$ cat src/rtl/mybusmatrix5x7_rrarb_s6_if.sv
// Bus-matrix output-stage signals for slave S6: input-port requests, slave-side
// AHB address-phase control, and the resulting grant and burst-hold status.
interface mybusmatrix5x7_rrarb_s6_if;
  logic       req_port2;
  logic       req_port3;
  logic       req_port4;
  logic       HREADYM;
  logic       HSELM;
  logic [1:0] HTRANSM;
  logic [2:0] HBURSTM;
  logic       HMASTLOCKM;
  logic [2:0] addr_in_port;
  logic       no_port;
  logic       burst_hold;

  // Driven by the upstream matrix and slave; observes the grant.
  modport master (
    output req_port2, req_port3, req_port4,
    output HREADYM, HSELM, HTRANSM, HBURSTM, HMASTLOCKM,
    input  addr_in_port, no_port, burst_hold
  );

  // The arbiter itself.
  modport slave (
    input  req_port2, req_port3, req_port4,
    input  HREADYM, HSELM, HTRANSM, HBURSTM, HMASTLOCKM,
    output addr_in_port, no_port, burst_hold
  );
endinterface

$ cat src/rtl/mybusmatrix5x7_rrarb_s6.sv
// Round-robin arbiter for slave S6 of the 5x7 bus matrix: picks one of input
// ports 2/3/4 and holds the grant across fixed-length bursts and locked transfers.
module mybusmatrix5x7_rrarb_s6 (
  input logic                         HCLK,
  input logic                         HRESET,
  mybusmatrix5x7_rrarb_s6_if.slave    bus
);

  localparam logic [1:0] TransIdle   = 2'b00;
  localparam logic [1:0] TransBusy   = 2'b01;
  localparam logic [1:0] TransNonseq = 2'b10;
  localparam logic [1:0] TransSeq    = 2'b11;

  localparam logic [2:0] BurstIncr = 3'b001;

  localparam logic [2:0] Port2  = 3'b010;
  localparam logic [2:0] Port3  = 3'b011;
  localparam logic [2:0] Port4  = 3'b100;
  localparam logic [2:0] PortNo = 3'b000;

  logic [2:0] addr_in_port_q, addr_in_port_d;
  logic       no_port_q, no_port_d;
  logic [3:0] beat_cnt_q, cnt_next;
  logic       burst_hold_q;

  logic       any_req;
  logic [2:0] rr_pick;
  logic       incr_cont;

  // Remaining beats after the NONSEQ beat; undefined-length bursts carry no count.
  function automatic logic [3:0] burst_remaining(input logic [2:0] hburst);
    unique case (hburst[2:1])
      2'b01:   burst_remaining = 4'd3;
      2'b10:   burst_remaining = 4'd7;
      2'b11:   burst_remaining = 4'd15;
      default: burst_remaining = 4'd0;
    endcase
  endfunction

  always_comb begin
    cnt_next = beat_cnt_q;
    if (bus.HSELM && !no_port_q && bus.HTRANSM == TransNonseq) begin
      cnt_next = burst_remaining(bus.HBURSTM);
    end else if (bus.HSELM && bus.HTRANSM == TransSeq && beat_cnt_q != 4'd0) begin
      cnt_next = beat_cnt_q - 4'd1;
    end else if (bus.HTRANSM == TransIdle && beat_cnt_q != 4'd0) begin
      // Early termination of a fixed-length burst.
      cnt_next = 4'd0;
    end
  end

  assign any_req   = bus.req_port2 | bus.req_port3 | bus.req_port4;
  assign incr_cont = bus.HSELM && bus.HBURSTM == BurstIncr &&
                     (bus.HTRANSM == TransBusy || bus.HTRANSM == TransSeq);

  // Search starts after the current owner; the owner itself is considered last.
  always_comb begin
    rr_pick = addr_in_port_q;
    unique case (addr_in_port_q)
      Port2: begin
        if (bus.req_port3)      rr_pick = Port3;
        else if (bus.req_port4) rr_pick = Port4;
        else if (bus.req_port2) rr_pick = Port2;
      end
      Port3: begin
        if (bus.req_port4)      rr_pick = Port4;
        else if (bus.req_port2) rr_pick = Port2;
        else if (bus.req_port3) rr_pick = Port3;
      end
      default: begin
        if (bus.req_port2)      rr_pick = Port2;
        else if (bus.req_port3) rr_pick = Port3;
        else if (bus.req_port4) rr_pick = Port4;
      end
    endcase
  end

  always_comb begin
    addr_in_port_d = addr_in_port_q;
    no_port_d      = 1'b0;
    if (bus.HMASTLOCKM) begin
      no_port_d = 1'b0;
    end else if (cnt_next != 4'd0) begin
      no_port_d = 1'b0;
    end else if (incr_cont) begin
      no_port_d = 1'b0;
    end else if (any_req) begin
      addr_in_port_d = rr_pick;
    end else if (bus.HSELM) begin
      no_port_d = 1'b0;
    end else begin
      no_port_d = 1'b1;
    end
  end

  always_ff @(posedge HCLK or posedge HRESET) begin
    if (HRESET) begin
      addr_in_port_q <= PortNo;
      no_port_q      <= 1'b1;
      beat_cnt_q     <= 4'd0;
      burst_hold_q   <= 1'b0;
    end else if (bus.HREADYM) begin
      addr_in_port_q <= addr_in_port_d;
      no_port_q      <= no_port_d;
      beat_cnt_q     <= cnt_next;
      burst_hold_q   <= (cnt_next != 4'd0);
    end
  end

  assign bus.addr_in_port = addr_in_port_q;
  assign bus.no_port      = no_port_q;
  assign bus.burst_hold   = burst_hold_q;

endmodule

$ cat src/flat_wrapper.sv
// flat-port wrapper written by rule: the top's interface ports become plain ports
module mybusmatrix5x7_rrarb_s6_flat 
  (HCLK, HRESET, bus_req_port2, bus_req_port3, bus_req_port4, bus_HREADYM, bus_HSELM, bus_HTRANSM, bus_HBURSTM, bus_HMASTLOCKM, bus_addr_in_port, bus_no_port, bus_burst_hold);
  mybusmatrix5x7_rrarb_s6_if bus_i ();
  input logic HCLK;
  input logic HRESET;
  input wire logic [$bits(bus_i.req_port2)-1:0] bus_req_port2;
  input wire logic [$bits(bus_i.req_port3)-1:0] bus_req_port3;
  input wire logic [$bits(bus_i.req_port4)-1:0] bus_req_port4;
  input wire logic [$bits(bus_i.HREADYM)-1:0] bus_HREADYM;
  input wire logic [$bits(bus_i.HSELM)-1:0] bus_HSELM;
  input wire logic [$bits(bus_i.HTRANSM)-1:0] bus_HTRANSM;
  input wire logic [$bits(bus_i.HBURSTM)-1:0] bus_HBURSTM;
  input wire logic [$bits(bus_i.HMASTLOCKM)-1:0] bus_HMASTLOCKM;
  output wire logic [$bits(bus_i.addr_in_port)-1:0] bus_addr_in_port;
  output wire logic [$bits(bus_i.no_port)-1:0] bus_no_port;
  output wire logic [$bits(bus_i.burst_hold)-1:0] bus_burst_hold;
  assign bus_i.req_port2 = bus_req_port2;
  assign bus_i.req_port3 = bus_req_port3;
  assign bus_i.req_port4 = bus_req_port4;
  assign bus_i.HREADYM = bus_HREADYM;
  assign bus_i.HSELM = bus_HSELM;
  assign bus_i.HTRANSM = bus_HTRANSM;
  assign bus_i.HBURSTM = bus_HBURSTM;
  assign bus_i.HMASTLOCKM = bus_HMASTLOCKM;
  assign bus_addr_in_port = bus_i.addr_in_port;
  assign bus_no_port = bus_i.no_port;
  assign bus_burst_hold = bus_i.burst_hold;
  mybusmatrix5x7_rrarb_s6 u_core (.HCLK(HCLK), .HRESET(HRESET), .bus(bus_i));
endmodule
$ cat config.mk
export PLATFORM = sky130hd
export DESIGN_NAME = mybusmatrix5x7_rrarb_s6_flat
export DESIGN_NICKNAME = d
export VERILOG_FILES = /design/src/rtl/mybusmatrix5x7_rrarb_s6_if.sv /design/src/rtl/mybusmatrix5x7_rrarb_s6.sv /design/src/flat_wrapper.sv
export SDC_FILE = /design/constraint.sdc
export NUM_CORES = 1
export LEC_CHECK = 0
export CORE_MARGIN = 2
export CORE_UTILIZATION = 43
export DETAILED_ROUTE_END_ITERATION = 10
export PLACE_DENSITY = 0.85
export SLEW_MARGIN = 15
export SYNTH_ARGS = -nofsm -noshare
export SYNTH_HDL_FRONTEND = slang
export SYNTH_SLANG_ARGS = --single-unit
$ cat constraint.sdc
create_clock -name HCLK -period 2 [get_ports HCLK]
set_input_delay 0.4 -clock HCLK [delete_from_list [all_inputs] [get_ports HCLK]]
set_output_delay 0.4 -clock HCLK [all_outputs]
set_load 0.1 [all_outputs]
==> reports/summary.txt <==
Outcome - complete, but fails checks
Crit path kind - reg2reg
Global-route wire length before repair - 3.52 mm
Clock root buffer master - clkbuf_4
FMAX - 495 MHz
Total I/O pin count - 18
Die area - 2050 um^2
Placer Congestion - 0.884
Final Slew Violations - 0
GRT Total Usage - 0.241
Mapped Cells - 77
Row count - 14
Crit. End Element - register
Worst skew pair latency - 0.27 ns
Chip width - 45.3 um
Vias/cell - 5.60
Worst Setup Start Kind - register
Netlist Area Pre-Place - 733 um^2
Antenna-violating nets left - 0
Final setup margin - -0.0185 ns
CP startpoint - u_core.beat_cnt_q[0]
Multi-input gate area - 542 um^2
Avg Cell Area, Syn - 9.52 um^2
Final Non-Filler Cells - 139
Syn nets - 91
Drt drc - 0
CTS buffer count - 3
Vias in the first global route - 822
Final Cycle Share - 1.01
Footprint of the flip-flops and latches - 230 um^2
Clk_skew - 0.0116 ns
Max-cap viol count - 0
Initial DRC count - 14
DP Cell Count - 132
Sink Count - 9
DIE HEIGHT - 45.3 um
Failing checks - negative setup slack
Max VDD drop - 0.00146 V
Nets - 138
Pre-antenna DRT Iters - 4
WP data arrival - 2.18 ns
Synth cell types - 39
Pin count of the biggest net entering global routing - 10
P_leak - 0.514 nW
Avg WL per Cell - 14.8 um
Initial antenna violation count - 0
Yosys warns - 0
Ant diodes - 0
Drt total wl - 2.06 mm
TritonCTS clock tree - built
FF-to-FF Start - u_core.beat_cnt_q[0]
Maximum fanout along the worst path - 4
Slew @ Worst Pin - 0.357 ns
RSZ-0062 raised after global routing - yes
Vias - 778
Layout cells sized above 1 - 0.439
Relative slew slack - 0.761
Setup violators final - 1
Area growth syn-to-layout - 65.2%
PortBufs - 17
Core Area - 1560 um^2
Crit path time final - 2.02 ns
Initial Util - 0.470
Req. time, crit path - 2.16 ns
Remaining global-route overflow - 0
Path category of the worst min-delay check - in2async
Post-synthesis sequential area ratio - 0.309
Fill cell count - 98
CTS max path bufs - 2
H-tree depth - 1
Hold Vio Cnt, Final - 0
Power Dens Cells - 1010 nW/um^2
Synthesis-stage register bit count - 9
Reg clk slew, reported paths - 0.07 ns
Pre-CTS setup slack - -0.525 ns
Detail Placement HPWL - 1.60 mm
Cts hold-fix bufs - 0
[power breakdown]
group          internal [mW]  total, mW  switching [mW]
clock network         0.0739      0.143          0.0689
registers              0.234      0.291          0.0576
logic                  0.302      0.793           0.491
total                  0.610       1.23           0.617
[cells in the final DEF, fill, tap and decap left out, types with 3 or more instances in the layout]
cell type,n
clkdlybuf4s50_1,9
dfrtp_1,8
nor2_1,4
o21ai_0,4
buf_4,30
inv_1,6
nand2_1,3
nand3_1,4
dlygate4sd2_1,3
a21oi_1,4
a31oi_1,3
clkbuf_4,3
[logic make-up after synthesis]
logic type               count (synthesis)  share of synthesized area
buffers and inverters                    9                     0.0461
flip-flops                               9                      0.309
AND/OR/NAND/NOR                         33                      0.355
AO/OA/AOI/OAI                           23                      0.239
adder cells (fa/ha/maj)                  1                     0.0171
multiplexers                             2                     0.0341
[stage by stage]
step	power, mW	setup TNS (ns)	hold slack (ns)	instance area (um^2)	utilization
3_5_place_dp	0.981	-3.09	0.546	1100	0.703
6_report	1.23	-0.0185	0.384	1210	0.777
3_3_place_gp	0.964	-2.67	0.528	1100	0.703
4_1_cts	1.17	-0.0685	0.393	1160	0.746
5_1_grt	1.29	-0.216	0.430	1210	0.777
2_1_floorplan	0.761	-0.190	0.227	737	-
[Yosys cell counts (all sizes together)]
cell | number | area share
dfrtp | 8 | 0.27
inv | 8 | 0.041
a21oi | 5 | 0.039
a31oi | 5 | 0.043
nand3 | 5 | 0.051
nand2 | 4 | 0.024
nor2 | 4 | 0.020
o21ai | 4 | 0.027
nor3 | 3 | 0.027
nor4 | 3 | 0.067
a21boi | 2 | 0.020
nand2b | 2 | 0.017
nor2b | 2 | 0.017
nor3b | 2 | 0.027
or3 | 2 | 0.017
a2111oi | 1 | 0.038
a22o | 1 | 0.012
a311oi | 1 | 0.012
and4bb | 1 | 0.022
clkbuf | 1 | 0.0051
dfstp | 1 | 0.036
ha | 1 | 0.017
mux2 | 1 | 0.020
mux2i | 1 | 0.014
nand4 | 1 | 0.0085
nand4bb | 1 | 0.015
nor4b | 1 | 0.020
o2111a | 1 | 0.015
o211a | 1 | 0.014
o21a | 1 | 0.010
o22ai | 1 | 0.0085
or2 | 1 | 0.0085
or3b | 1 | 0.012
[state kept, by name (all words and copies together) (netlist names)]
register,flops
u_core.bus.no_port,1
u_core.beat_cnt_q,4
u_core.bus.addr_in_port,3
u_core.bus.burst_hold,1
[cell type report]
| type | count | area share |
|---|---|---|
| Multi-Input combinational cell | 59 | 0.447 |
| Timing Repair Buffer | 43 | 0.299 |
| Sequential cell | 9 | 0.190 |
| Inverter | 8 | 0.0248 |
| Clock buffer | 3 | 0.0186 |
| Tap cell | 16 | 0.0165 |
| Clock inverter | 1 | 0.00413 |
[routing by layer]
metal / global-route usage / vias to the layer above / wire length, um
met1: 0.283 / 356 / 819
li1: - / 387 / -
met2: 0.411 / 28 / 1090
met5: 0 / - / 0
met3: 0.0360 / 7 / 103
met4: 0.141 / 0 / 46
[final timing paths]
check	slack, ns	cells past startpoint	end
hold reg to reg	0.56	2	u_core.bus.burst_hold
setup / recovery	-0.02	8	u_core.bus.addr_in_port[1]
setup reg to reg	-0.02	8	u_core.bus.addr_in_port[1]
min in group HCLK	0.56	2	u_core.bus.burst_hold
hold / removal	0.38	2	u_core.bus.addr_in_port[2]
max in group asynchronous	1.30	2	u_core.bus.no_port
[critical path: stages, from the launching register on]
cell and delay [ns]:
dfrtp_1 0.37, inv_2 0.07, ha_4 0.17, or3b_1 0.36, o2111a_1 0.16, nor4_4 0.33, nor4_4 0.07, nand2_2 0.08
mux2_4 0.30
[timing repair]
action / in CTS / in global routing
setup endpoints to repair: 6 / 5
gates resized for setup: 9 / 6
setup buffers: 2 / 1
pin swaps: 7 / 5
(Power assumes the default switching activity.)
